<file path="config.mk">
export PLATFORM = sky130hd
export DESIGN_NAME = reg_file_scoreboard
export DESIGN_NICKNAME = d
export VERILOG_FILES = /design/src/rtl/reg_file_scoreboard_pkg.sv /design/src/rtl/sb_counter.sv /design/src/rtl/reg_file_scoreboard.sv
export SDC_FILE = /design/constraint.sdc
export NUM_CORES = 2
export LEC_CHECK = 0
export CAP_MARGIN = 20
export CORE_MARGIN = 2
export CORE_UTILIZATION = 50
export CTS_CLUSTER_DIAMETER = 30
export DETAILED_ROUTE_END_ITERATION = 10
export PLACE_DENSITY = 0.65
export SLEW_MARGIN = 40
export SYNTH_ARGS = -nofsm -noshare
export SYNTH_HDL_FRONTEND = slang
export SYNTH_SLANG_ARGS = --single-unit
</file>
<file path="constraint.sdc">
create_clock -name clk -period 43.1 [get_ports clk]
set_clock_uncertainty 0.05 [all_clocks]
set_input_delay 8.62 -clock clk [delete_from_list [all_inputs] [get_ports clk]]
set_output_delay 8.62 -clock clk [all_outputs]
set_load 0.01 [all_outputs]
</file>
<file path="src/rtl/reg_file_scoreboard_pkg.sv">
// rtl/reg_file_scoreboard_pkg.sv - shared sizes for the register file and its scoreboard
package reg_file_scoreboard_pkg;
    localparam int WORD_SIZE     = 32;
    localparam int NUM_REGS      = 32;
    localparam int REG_ADDR_SIZE = 5;
    localparam int SB_CNT_SIZE   = 2;
    localparam int SB_CNT_MAX    = (1 << SB_CNT_SIZE) - 1;

    typedef logic [WORD_SIZE-1:0] word_t;
endpackage

</file>
<file path="src/rtl/sb_counter.sv">
// rtl/sb_counter.sv - one pending-write counter: +inc -dec0 -dec1 per cycle, clamped, sticky err
module sb_counter #(
    parameter int CNT_W = 2
) (
    input  logic             clk,
    input  logic             rst,
    input  logic             inc,
    input  logic             dec0,
    input  logic             dec1,
    output logic [CNT_W-1:0] count,
    output logic             sat,
    output logic             err
);
    // Two guard bits: top bit flags a negative net, next bit flags overflow past max.
    logic [CNT_W+1:0] net;

    always_comb begin
        net = {2'b00, count}
            + {{(CNT_W+1){1'b0}}, inc}
            - {{(CNT_W+1){1'b0}}, dec0}
            - {{(CNT_W+1){1'b0}}, dec1};
    end

    assign sat = (count == {CNT_W{1'b1}});

    always_ff @(posedge clk or posedge rst) begin
        if (rst) begin
            count <= '0;
            err   <= 1'b0;
        end else if (net[CNT_W+1]) begin
            count <= '0;
            err   <= 1'b1;
        end else if (net[CNT_W]) begin
            count <= {CNT_W{1'b1}};
            err   <= 1'b1;
        end else begin
            count <= net[CNT_W-1:0];
        end
    end
endmodule

</file>
<file path="src/rtl/reg_file_scoreboard.sv">
// rtl/reg_file_scoreboard.sv - register file with write bypass and per-register pending-write stall
module reg_file_scoreboard
    import reg_file_scoreboard_pkg::*;
#(
    parameter int NREG  = NUM_REGS,
    parameter int AW    = REG_ADDR_SIZE,
    parameter int CNT_W = SB_CNT_SIZE
) (
    input  logic                 clk,
    input  logic                 rst,
    input  logic [AW-1:0]        A1D,
    input  logic [AW-1:0]        A2D,
    input  logic                 Use1D,
    input  logic                 Use2D,
    output logic [WORD_SIZE-1:0] RD1D,
    output logic [WORD_SIZE-1:0] RD2D,
    input  logic                 IssueD,
    input  logic [AW-1:0]        RdIssueD,
    input  logic                 FlushE,
    input  logic                 RegWriteE,
    input  logic [AW-1:0]        RdE,
    input  logic                 RegWriteW,
    input  logic [AW-1:0]        RdW,
    input  logic [WORD_SIZE-1:0] ResultW,
    output logic                 StallD,
    output logic                 ScoreErrH
);
    logic [WORD_SIZE-1:0] regs [NREG];
    logic [CNT_W-1:0]     pend [NREG];
    logic [NREG-1:0]      errVec;
    logic [NREG-1:0]      satVec;
    logic                 wbHit1, wbHit2, wbHitI;
    logic                 haz1, haz2, full;

    always_ff @(posedge clk or posedge rst) begin
        if (rst) begin
            for (int i = 0; i < NREG; i++) regs[i] <= '0;
        end else if (RegWriteW && RdW != '0) begin
            regs[RdW] <= ResultW;
        end
    end

    assign RD1D = (A1D == '0) ? '0 : (RegWriteW && RdW == A1D) ? ResultW : regs[A1D];
    assign RD2D = (A2D == '0) ? '0 : (RegWriteW && RdW == A2D) ? ResultW : regs[A2D];

    assign wbHit1 = RegWriteW && RdW == A1D && A1D != '0;
    assign wbHit2 = RegWriteW && RdW == A2D && A2D != '0;
    assign wbHitI = RegWriteW && RdW == RdIssueD && RdIssueD != '0;

    // A writeback landing this cycle retires one pending writer, so it may be the last one.
    assign haz1 = Use1D && A1D != '0 && pend[A1D] > CNT_W'(wbHit1);
    assign haz2 = Use2D && A2D != '0 && pend[A2D] > CNT_W'(wbHit2);
    assign full = IssueD && RdIssueD != '0 && satVec[RdIssueD] && !wbHitI;

    assign StallD = haz1 | haz2 | full;

    assign pend[0]   = '0;
    assign errVec[0] = 1'b0;
    assign satVec[0] = 1'b0;

    for (genvar g = 1; g < NREG; g++) begin : gCnt
        sb_counter #(.CNT_W(CNT_W)) uCnt (
            .clk   (clk),
            .rst   (rst),
            .inc   (IssueD && !StallD && RdIssueD == AW'(g)),
            .dec0  (RegWriteW && RdW == AW'(g)),
            .dec1  (FlushE && RegWriteE && RdE == AW'(g)),
            .count (pend[g]),
            .sat   (satVec[g]),
            .err   (errVec[g])
        );
    end

    assign ScoreErrH = |errVec;
endmodule

</file>
==> impl_metrics.toml <==
[run_status]
status = "finished, final reports clean"

[clock_tree]
post_cts_buffers = 0
clock_sink_count = 1117
clkTransAtPathRegs_ns = 0.05
cts-root-buf = "clkbuf_16"
cts_buffer_depth = 4
clk-insertion-delay-late_ns = 0.88
cts_buffers = 275
ctsResizeCount = 0
cts_hold_buf = 0
cts_tree = "built"
htreeDepth = 5

[timing]
fmax_mhz = 45.2
fin_ws_ns = 20.96
max-slew-margin-rel_pct = 37.1
fin_crit_sh_pct = 51.4
rsz0062_at_grt = "no"
hold_viol = 0
drv_slew = 0
period_needed_ns = 22.14
worst_pin_slew_ns = 0.944
setup_viol = 0
setup_tns_ns = 0

[detailed_routing]
drtPass1Iterations = 6
dr.first_iter.drc_count = 6799
vias = 48900
drc = 0
wirelength_um = 225000
via_per_inst = 6.57
ant_nets = 0
wl_per_cell_um = 30.3

[setup_path]
cp-end-kind = "primary output"
required_ns = 34.43
cp-start-kind = "primary input"
ff2ff_path_depth = 18
crit_fanout = 21
path_cells = "clkdlybuf4s50_1 > buf_4 > or2_1 > buf_4 > or3_2 > buf_4 > nor2b_2 > buf_4 > ha_1 > nor2_1 > nand3_1 > o211ai_4 > buf_8 > or2_1 > clkdlybuf4s50_1"
r2r_setup_slack_ns = 38.27
path_common_cell = "buf_4"
crit_type = "primary input to primary output"
max_stage_delay_ns = 0.56
crit_arrival_ns = 13.47
regToRegEndpoint = "gCnt[26].uCnt.err"
r2r_start = "gCnt[14].uCnt.count[0]"
crit_slowest_cell = "clkdlybuf4s50_1"

[layout]
final_area_um2 = 75900
final_common_cell = "nand2_1"
drive_gt1_share_pct = 31.0
fin_nets = 5812
area_growth_pct = 19.0
fin_cells = 7452
mostFrequentLayoutCells = "1711 x nand2_1, 1117 x dfrtp_1, 585 x mux4_2"

[pwr]
ir_worst_vdd_uv = 55.1
power.leakage_uw = 0.0347
power_density_nw_per_um2 = 56.2
total_power_uw = 4260

[synthesis]
ys.flop_type = "dfrtp_1"
synth_edf_count = 0
synth.cell_area_um2 = 63800
synthCells = 5528
ys_seq_area_share_pct = 43.8
yosysWarnings = 0
syn_nets = 5750
synth.avg_cell_area_um2 = 11.5
ys_ff_latch = 1117
synthArstFlopShare_pct = 100
synthDistinctLibCells = 69

[die]
top_level_ports = 131
die_area_um2 = 130000
row_count = 131
core-area_um2 = 127000
dieHeight_um = 361
die_w_um = 361
start_util_pct = 50.2

[global_routing]
grt_pass1_vias = 49200
gr-total-overflow = 0
antenna_found_initial = 4
grtUsageTotal_pct = 34.8
grt_pass1_wl_um = 331000
grt_max_degree = 97

[place]
port_buffers = 130
placed_cell_area_um2 = 66400
dp_cells = 6969
hpwl_um = 123000
pre_cts_slack_ns = 21.05
gp_congestion = 0.910

[worst_hold_path]
whs_endpoint = "regs[995]"
worstHoldPathType = "flop to flop"
whs_path_depth = 0
worstHoldStart = "regs[995]"

[flow_run]
maxCapViolCount = 0
[power by group]
group | internal, uW | switching, uW | leakage, uW | total [uW]
registers | 1270 | 186 | 0.0143 | 1450
clock network | 1430 | 645 | 0.00450 | 2080
logic | 400 | 333 | 0.0158 | 733
[cell usage after synthesis, types with 4 or more instances]
cell / number / area, um2
a211oi_1: 8 / 60.1
buf_4: 16 / 120
mux2i_1: 97 / 971
buf_6: 21 / 236
o211ai_1: 9 / 67.6
inv_1: 127 / 477
mux2_2: 503 / 5660
a221oi_1: 17 / 149
nor3_1: 62 / 310
nor2_1: 158 / 593
a22oi_1: 18 / 135
buf_1: 56 / 210
clkbuf_1: 322 / 1210
mux4_2: 585 / 13200
mux4_1: 4 / 105
nand2_1: 1722 / 6460
ha_1: 95 / 1190
nor4_2: 14 / 175
nand4_1: 10 / 62.6
o21ai_1: 7 / 35.0
o21ai_0: 11 / 55.1
or2_2: 12 / 75.1
or3_1: 8 / 50.1
nor2b_1: 14 / 87.6
xor2_1: 12 / 105
o31ai_1: 11 / 82.6
nor4_1: 20 / 125
fa_1: 62 / 1240
a31oi_1: 19 / 119
o21a_1: 7 / 52.6
or2_1: 4 / 25.0
a21oi_1: 88 / 440
buf_2: 74 / 370
a21o_1: 20 / 150
and3_1: 9 / 56.3
nand2b_1: 35 / 219
nand3_1: 30 / 150
dfrtp_1: 1117 / 28000
o22ai_1: 54 / 338
o221ai_1: 21 / 184
[cell type report]
type                    count  area, um2
fillers                  9779      51100
multi-input cells        3787      33300
flip-flops and latches   1117      28000
clock buffers             356       7780
repair buffers            281       2810
well taps                1662       2080
clock inverters           118       1510
inverters                 128        490
diodes                      3       7.51
[worst max-delay path by stage]
stage	from	end	slack, ns	cells past startpoint
after CTS	A1D[0]	RD1D[29]	20.94	11
after detailed placement	A1D[0]	RD1D[29]	21.05	11
after global placement	A1D[0]	RD1D[12]	21.05	9
after floorplan	rst	gCnt[10].uCnt.count[0]	2.98	1
after global routing	A1D[0]	RD1D[8]	20.95	11
final	A2D[4]	StallD	20.96	15
[registers in the layout, summed over array words and instances (netlist names)]
| register | count |
|---|---|
| regs | 1024 |
| gCnt.uCnt.count | 62 |
| gCnt.uCnt.err | 31 |
[critical path: cells and delay by family]
kind | cells | cell delay [ns]
adder cells (fa/ha/maj) | 1 | 0.31
AND/OR/NAND/NOR | 6 | 1.30
AO/OA/AOI/OAI | 1 | 0.28
buffers and inverters | 7 | 2.87
[logic make-up (layout without fill, tap and decap cells)]
| kind of cell | Yosys count | count (layout) | share of synthesized area (%) |
|---|---|---|---|
| xor gates and xnor gates | 15 | 15 | 0.206 |
| other | 0 | 3 | 0 |
| and+or+nand+nor | 2120 | 2120 | 13.5 |
| AOI/OAI and AO/OA | 303 | 303 | 3.14 |
| buffers and inverters | 624 | 883 | 4.29 |
| DFF | 1117 | 1117 | 43.8 |
| muxes | 1192 | 1192 | 31.3 |
| adders and majority gates | 157 | 157 | 3.81 |
[per-layer routing]
metal  vias up  global-route usage [%]  wire length (um)
li1      19600                       -                 -
met1     25200                    45.4             83500
met2      3303                    52.4            102000
met3       828                    10.4             26500
met4         2                    19.3             13400
met5         -                       0                14
[metrics by stage]
step	utilization, %	hold WS [ns]
2_1_floorplan	-	0.369
3_3_place_gp	52.1	0.327
3_5_place_dp	52.3	0.333
4_1_cts	59.6	0.343
5_1_grt	59.7	0.356
6_report	59.8	0.340
Power figures use the tool's default switching activity.
